--- src/rtl/hbe200_pkg.sv ---
// rtl/hbe200_pkg.sv - shared constants, UART state type and baud helper for the HBE200 board top
package hbe200_pkg;

  localparam int BANNER_LEN = 8;

  // "HBE200\r\n", index 0 is sent first
  localparam logic [0:BANNER_LEN-1][7:0] BANNER = {
    8'h48, 8'h42, 8'h45, 8'h32, 8'h30, 8'h30, 8'h0D, 8'h0A
  };

  typedef enum logic [1:0] {
    UART_IDLE,
    UART_START,
    UART_DATA,
    UART_STOP
  } uart_state_t;

  function automatic int calc_baud_div(input int clk_hz, input int baud);
    int div;
    div = clk_hz / baud;
    return (div < 4) ? 4 : div;
  endfunction

endpackage

--- src/rtl/hbe200_uart_rx.sv ---
// rtl/hbe200_uart_rx.sv - 8N1 UART receiver with input synchronizer, centre sampling and valid/ferr pulses
module hbe200_uart_rx
  import hbe200_pkg::*;
#(
  parameter int BAUD_DIV = 868
) (
  input  logic       clk,
  input  logic       rst_n,
  input  logic       rxd,
  output logic [7:0] rx_data,
  output logic       rx_valid,
  output logic       rx_ferr
);

  localparam int HALF = BAUD_DIV / 2;
  localparam int CW   = $clog2(BAUD_DIV);

  logic [1:0]  sync_q;
  logic        rx_s;
  logic        rx_prev_q;
  uart_state_t state_q, state_d;
  logic [CW-1:0] cnt_q, cnt_d;
  logic [2:0]  bit_q, bit_d;
  logic [7:0]  sh_q, sh_d;

  assign rx_s    = sync_q[1];
  assign rx_data = sh_q;

  always_ff @(posedge clk or negedge rst_n) begin
    if (!rst_n) begin
      sync_q    <= 2'b11;
      rx_prev_q <= 1'b1;
      state_q   <= UART_IDLE;
      cnt_q     <= '0;
      bit_q     <= '0;
      sh_q      <= '0;
    end else begin
      sync_q    <= {sync_q[0], rxd};
      rx_prev_q <= rx_s;
      state_q   <= state_d;
      cnt_q     <= cnt_d;
      bit_q     <= bit_d;
      sh_q      <= sh_d;
    end
  end

  always_comb begin
    state_d  = state_q;
    cnt_d    = cnt_q;
    bit_d    = bit_q;
    sh_d     = sh_q;
    rx_valid = 1'b0;
    rx_ferr  = 1'b0;
    case (state_q)
      UART_IDLE: begin
        if (rx_prev_q && !rx_s) begin
          state_d = UART_START;
          cnt_d   = '0;
        end
      end
      UART_START: begin
        // mid start bit: a line back high means the edge was noise
        if (cnt_q == CW'(HALF - 1)) begin
          cnt_d   = '0;
          bit_d   = '0;
          state_d = rx_s ? UART_IDLE : UART_DATA;
        end else begin
          cnt_d = cnt_q + CW'(1);
        end
      end
      UART_DATA: begin
        if (cnt_q == CW'(BAUD_DIV - 1)) begin
          cnt_d = '0;
          sh_d  = {rx_s, sh_q[7:1]};
          bit_d = bit_q + 3'd1;
          if (bit_q == 3'd7) state_d = UART_STOP;
        end else begin
          cnt_d = cnt_q + CW'(1);
        end
      end
      UART_STOP: begin
        if (cnt_q == CW'(BAUD_DIV - 1)) begin
          cnt_d    = '0;
          state_d  = UART_IDLE;
          rx_valid = rx_s;
          rx_ferr  = !rx_s;
        end else begin
          cnt_d = cnt_q + CW'(1);
        end
      end
      default: state_d = UART_IDLE;
    endcase
  end

endmodule

--- src/rtl/hbe200_board_top.sv ---
// rtl/hbe200_board_top.sv - HBE200 board top: reset sync, heartbeat, UART banner/echo and status LEDs
module hbe200_board_top
  import hbe200_pkg::*;
#(
  parameter int CLK_HZ = 100_000_000,
  parameter int BAUD   = 115200,
  parameter int HB_DIV = 50_000_000
) (
  input  logic CLK100MHZ,
  input  logic fpga_rst,
  input  logic mcu_rst,
  output logic led8,
  output logic led9,
  output logic led10,
  input  logic uart0_rxd,
  output logic uart0_txd
);

  localparam int BAUD_DIV = calc_baud_div(CLK_HZ, BAUD);
  localparam int CW       = $clog2(BAUD_DIV);
  localparam int HB_W     = (HB_DIV > 1) ? $clog2(HB_DIV) : 1;

  logic clk;
  logic rst_in_n;
  logic [1:0] rst_sync_q;
  logic rst_n;

  assign clk      = CLK100MHZ;
  assign rst_in_n = fpga_rst & mcu_rst;
  assign rst_n    = rst_sync_q[1];

  always_ff @(posedge clk or negedge rst_in_n) begin
    if (!rst_in_n) rst_sync_q <= 2'b00;
    else           rst_sync_q <= {rst_sync_q[0], 1'b1};
  end

  logic [HB_W-1:0] hb_cnt_q;
  logic            hb_q;

  always_ff @(posedge clk or negedge rst_n) begin
    if (!rst_n) begin
      hb_cnt_q <= '0;
      hb_q     <= 1'b0;
    end else if (hb_cnt_q == HB_W'(HB_DIV - 1)) begin
      hb_cnt_q <= '0;
      hb_q     <= ~hb_q;
    end else begin
      hb_cnt_q <= hb_cnt_q + HB_W'(1);
    end
  end

  logic [7:0] rx_data;
  logic       rx_valid;
  logic       rx_ferr;

  hbe200_uart_rx #(
    .BAUD_DIV (BAUD_DIV)
  ) u_rx (
    .clk      (clk),
    .rst_n    (rst_n),
    .rxd      (uart0_rxd),
    .rx_data  (rx_data),
    .rx_valid (rx_valid),
    .rx_ferr  (rx_ferr)
  );

  uart_state_t   tx_state_q, tx_state_d;
  logic [CW-1:0] tx_cnt_q, tx_cnt_d;
  logic [2:0]    tx_bit_q, tx_bit_d;
  logic [7:0]    tx_sh_q, tx_sh_d;
  logic          tx_line;
  logic          tx_load_banner;
  logic          tx_load_echo;
  logic [3:0]    banner_idx_q;
  logic          banner_done;
  logic          echo_full_q;
  logic [7:0]    echo_data_q;
  logic          overrun;

  assign banner_done = (banner_idx_q == 4'(BANNER_LEN));
  assign overrun     = rx_valid && echo_full_q && !tx_load_echo;
  // held idle while in reset so the pin releases asynchronously
  assign uart0_txd   = rst_n ? tx_line : 1'b1;

  always_ff @(posedge clk or negedge rst_n) begin
    if (!rst_n) begin
      tx_state_q <= UART_IDLE;
      tx_cnt_q   <= '0;
      tx_bit_q   <= '0;
      tx_sh_q    <= '0;
    end else begin
      tx_state_q <= tx_state_d;
      tx_cnt_q   <= tx_cnt_d;
      tx_bit_q   <= tx_bit_d;
      tx_sh_q    <= tx_sh_d;
    end
  end

  // the IDLE cycle that picks up a byte is already the first start-bit cycle
  always_comb begin
    tx_state_d     = tx_state_q;
    tx_cnt_d       = tx_cnt_q;
    tx_bit_d       = tx_bit_q;
    tx_sh_d        = tx_sh_q;
    tx_load_banner = 1'b0;
    tx_load_echo   = 1'b0;
    tx_line        = 1'b1;
    case (tx_state_q)
      UART_IDLE: begin
        if (!banner_done)     tx_load_banner = 1'b1;
        else if (echo_full_q) tx_load_echo   = 1'b1;
        if (tx_load_banner || tx_load_echo) begin
          tx_line    = 1'b0;
          tx_sh_d    = tx_load_banner ? BANNER[banner_idx_q[2:0]] : echo_data_q;
          tx_cnt_d   = CW'(1);
          tx_state_d = UART_START;
        end
      end
      UART_START: begin
        tx_line = 1'b0;
        if (tx_cnt_q == CW'(BAUD_DIV - 1)) begin
          tx_cnt_d   = '0;
          tx_bit_d   = '0;
          tx_state_d = UART_DATA;
        end else begin
          tx_cnt_d = tx_cnt_q + CW'(1);
        end
      end
      UART_DATA: begin
        tx_line = tx_sh_q[0];
        if (tx_cnt_q == CW'(BAUD_DIV - 1)) begin
          tx_cnt_d = '0;
          tx_sh_d  = {1'b0, tx_sh_q[7:1]};
          tx_bit_d = tx_bit_q + 3'd1;
          if (tx_bit_q == 3'd7) tx_state_d = UART_STOP;
        end else begin
          tx_cnt_d = tx_cnt_q + CW'(1);
        end
      end
      UART_STOP: begin
        tx_line = 1'b1;
        if (tx_cnt_q == CW'(BAUD_DIV - 1)) begin
          tx_cnt_d   = '0;
          tx_state_d = UART_IDLE;
        end else begin
          tx_cnt_d = tx_cnt_q + CW'(1);
        end
      end
      default: tx_state_d = UART_IDLE;
    endcase
  end

  always_ff @(posedge clk or negedge rst_n) begin
    if (!rst_n) banner_idx_q <= '0;
    else if (tx_load_banner) banner_idx_q <= banner_idx_q + 4'd1;
  end

  // a byte landing in the same cycle the TX takes the old one refills the slot
  always_ff @(posedge clk or negedge rst_n) begin
    if (!rst_n) begin
      echo_full_q <= 1'b0;
      echo_data_q <= '0;
    end else if (rx_valid && (!echo_full_q || tx_load_echo)) begin
      echo_full_q <= 1'b1;
      echo_data_q <= rx_data;
    end else if (tx_load_echo) begin
      echo_full_q <= 1'b0;
    end
  end

  logic led9_q;
  logic led10_q;

  always_ff @(posedge clk or negedge rst_n) begin
    if (!rst_n) begin
      led9_q  <= 1'b0;
      led10_q <= 1'b0;
    end else begin
      if (rx_valid)           led9_q  <= ~led9_q;
      if (rx_ferr || overrun) led10_q <= 1'b1;
    end
  end

  assign led8  = hb_q;
  assign led9  = led9_q;
  assign led10 = led10_q;

endmodule

--- config.mk ---
export PLATFORM = sky130hd
export DESIGN_NAME = hbe200_board_top
export DESIGN_NICKNAME = d
export VERILOG_FILES = /design/src/rtl/hbe200_pkg.sv /design/src/rtl/hbe200_uart_rx.sv /design/src/rtl/hbe200_board_top.sv
export SDC_FILE = /design/constraint.sdc
export NUM_CORES = 1
export LEC_CHECK = 0
export CAP_MARGIN = 25
export CORE_MARGIN = 2
export CORE_UTILIZATION = 55
export DETAILED_ROUTE_END_ITERATION = 10
export HOLD_SLACK_MARGIN = 0.08
export PLACE_DENSITY = 0.72
export SYNTH_ARGS = -nofsm -noshare
export SYNTH_HDL_FRONTEND = slang
export SYNTH_SLANG_ARGS = --single-unit
--- constraint.sdc ---
create_clock -name CLK100MHZ -period 7.7 [get_ports CLK100MHZ]
set_clock_uncertainty 0.15 [all_clocks]
set_input_delay 1.54 -clock CLK100MHZ [delete_from_list [all_inputs] [get_ports CLK100MHZ]]
set_output_delay 1.54 -clock CLK100MHZ [all_outputs]
set_load 0.02 [all_outputs]
==> metrics <==
status complete, no violations; Die Span Y 97.0 um; CTS sink count 93; die area 9420 sq um; post-cts sizing count 0; number of global-route vias before repair 3275; Synth Warn # 0; drt drc 0; Mapped Avg Cell Area 10.7 sq um; final hold slack 0.0807 ns; Peak VDD IR 0.108 mV; cts bufs inserted 9; Final Cycle Share 54.5%; Cell Count, Final, Fillers Out 563; final setup violating endpoints 0; initial core utilization 57.4%; Placed Instances 546; ANT cells 0; sequential area share after synthesis 49.0%; PwrDens 205 nW/um^2; IO Count 8; Worst-path clk slew 0.09 ns; distinct cell type count after synthesis 58; area leader, netlist dfrtp_1; die span in x 97.0 um; Layout Nets 478; final wirelength 8610 um; unrepaired setup endpoints after global routing false; Setup Fix Bufs, Post-CTS 0; Tot GR Track Use 19.7%; Tmin final 4.20 ns; worst-margin pin slew 0.967 ns; 1st-pass router iterations 4; drt via density 5.78; TNS Setup 0 ns; f_max 238 MHz; dominant synthesized flop cell dfrtp_1; synth cell count leaders 90 x dfrtp_1, 40 x nand2_1, 27 x mux2_2; Area contributors post-synth dfrtp_1 47%, mux2_2 6.4%, ha_1 5.5%, nand2_1 3.2%, xor2_1 2.4%; Port Buf Inserts 7; Syn-to-layout area delta 8.88%; GP Congestion 0.837; fin. max-slew vios 0; Worst-Skew Late Latency 0.36 ns; row cnt 33; critical path required time 6.01 ns; Synth async-reset ratio 100%; FILL cells 644; root buf cell clkbuf_8; Power Total 1.06 mW; share of layout cells above drive strength 1 14.2%; Synth Instances 445; Remaining Overflow, GRT 0; Synth Cell Area 4760 sq um; Setup CP Type register to output port; syn nets 470; first-pass GRT wire length 15500 um; Yosys reg bits 93; Post-synth EDFFs 0; count leader, synth dfrtp_1; routed length per instance 15.3 um; largest net degree at the start of global routing 68; Crit. End Element output port; crit path max fanout 25; max-cap violation count 0; leak pwr 2.41 nW; initial antenna violation count 0; element type at the critical path start register; share of the synthesized area in the top cell type 47.3%; vias 3255; TritonCTS clock tree done; Detailed Route Iter0 Violations 83; htree depth 3; HPWL after DPL 5880 um; crit path DAT 2.51 ns; core area 8300 sq um; Max clock buf depth 2; final hold violations 0; worst hold path type register to asynchronous set/reset pin; worst rel slew slack 35.2%; post-route ant nets 0; hold buffer count at CTS 0
-- worst paths after layout --
path / start / end / slack [ns] / cells past startpoint
min: rst_sync_q[1] / tx_cnt_q[9] / 0.08 / 0
max in group asynchronous: fpga_rst / rst_sync_q[1] / 5.99 / 2
min reg2reg: rst_sync_q[1] / tx_cnt_q[9] / 0.08 / 0
max: tx_state_q[0] / uart0_txd / 3.50 / 5
min in group CLK100MHZ: rst_sync_q[0] / rst_sync_q[1] / 0.21 / 0
max reg2reg: tx_state_q[0] / tx_sh_q[1] / 4.94 / 6
-- area by class of cell --
class | instances | area (sq um) | share of cell area [%]
inverter | 22 | 82.6 | 1.59
multi-input combinational | 317 | 2290 | 44.3
timing repair buffer | 10 | 96.3 | 1.86
clock inverter | 7 | 120 | 2.32
sequential | 93 | 2330 | 45.0
clock buffer | 9 | 124 | 2.39
tap | 105 | 131 | 2.53
-- worst max-delay path, stage by stage, from the launching register on --
cell and delay [ns]:
dfrtp_1 0.41, inv_1 0.16, ha_1 0.64, a21oi_1 0.13, o211ai_1 0.18, clkdlybuf4s50_1 0.62
-- registers in the layout, summed over array words and instances (netlist names), 4 cells and up, named ones only --
name / count
banner_idx_q: 4
u_rx.rx_data: 8
tx_sh_q: 8
tx_cnt_q: 10
echo_data_q: 8
hb_cnt_q: 26
u_rx.cnt_q: 10
-- metrics by stage --
step	utilization (%)	instance area, sq um	setup slack, ns
after floorplan	-	4760	3.07
after global placement	59.4	4930	3.94
after detailed placement	59.4	4930	3.87
after CTS	62.3	5170	3.46
after global routing	62.5	5180	3.22
final	62.5	5180	3.50
-- power breakdown --
group	internal, mW	switching, mW	total, mW
Clock	0.217	0.178	0.396
Combinational	0.0544	0.0921	0.146
Sequential	0.503	0.0165	0.520
-- cells in the final DEF (no fill, tap or decap), types with 3 or more instances in the layout --
cell,synthesis,layout
a21o_1,11,11
a21oi_1,11,11
a21oi_2,3,3
a221oi_1,6,6
a22o_1,5,5
and2_1,3,3
and4_1,3,3
bufinv_16,0,3
clkbuf_8,0,9
clkdlybuf4s50_1,0,7
dfrtp_1,90,89
dfstp_2,3,3
ha_1,21,21
inv_1,22,22
mux2_2,27,27
mux2i_1,9,9
nand2_1,40,40
nand2b_1,6,6
nand3_1,15,15
nand4_1,10,10
nor2_1,22,22
nor3_1,4,3
nor4_1,6,6
o211ai_1,4,4
o21ai_0,22,22
o31ai_1,12,12
or2_2,4,4
or3_1,13,13
or4_1,6,6
or4_4,3,3
xnor2_1,8,8
xor2_1,13,13
-- cells by family (layout without fill, tap and decap cells) --
family / after synthesis / in the layout / synth area share (%)
AND/OR/NAND/NOR: 150 / 150 / 17.4
other: 1 / 1 / 0.0788
AO/OA/AOI/OAI: 88 / 88 / 13.0
adder cells (fa/ha/maj): 21 / 21 / 5.52
flip-flops: 93 / 93 / 49.0
multiplexers: 36 / 36 / 8.28
XOR/XNOR: 21 / 21 / 3.86
buffers and inverters: 35 / 48 / 2.94
-- routing by layer --
| layer | wire, um | GRT usage (%) |
|---|---|---|
| met4 | 101 | 6.18 |
| met2 | 4020 | 31.4 |
| met5 | 0 | 0 |
| met3 | 221 | 3.54 |
| met1 | 4270 | 27.7 |
No activity file was read; power rests on OpenSTA's default activity.
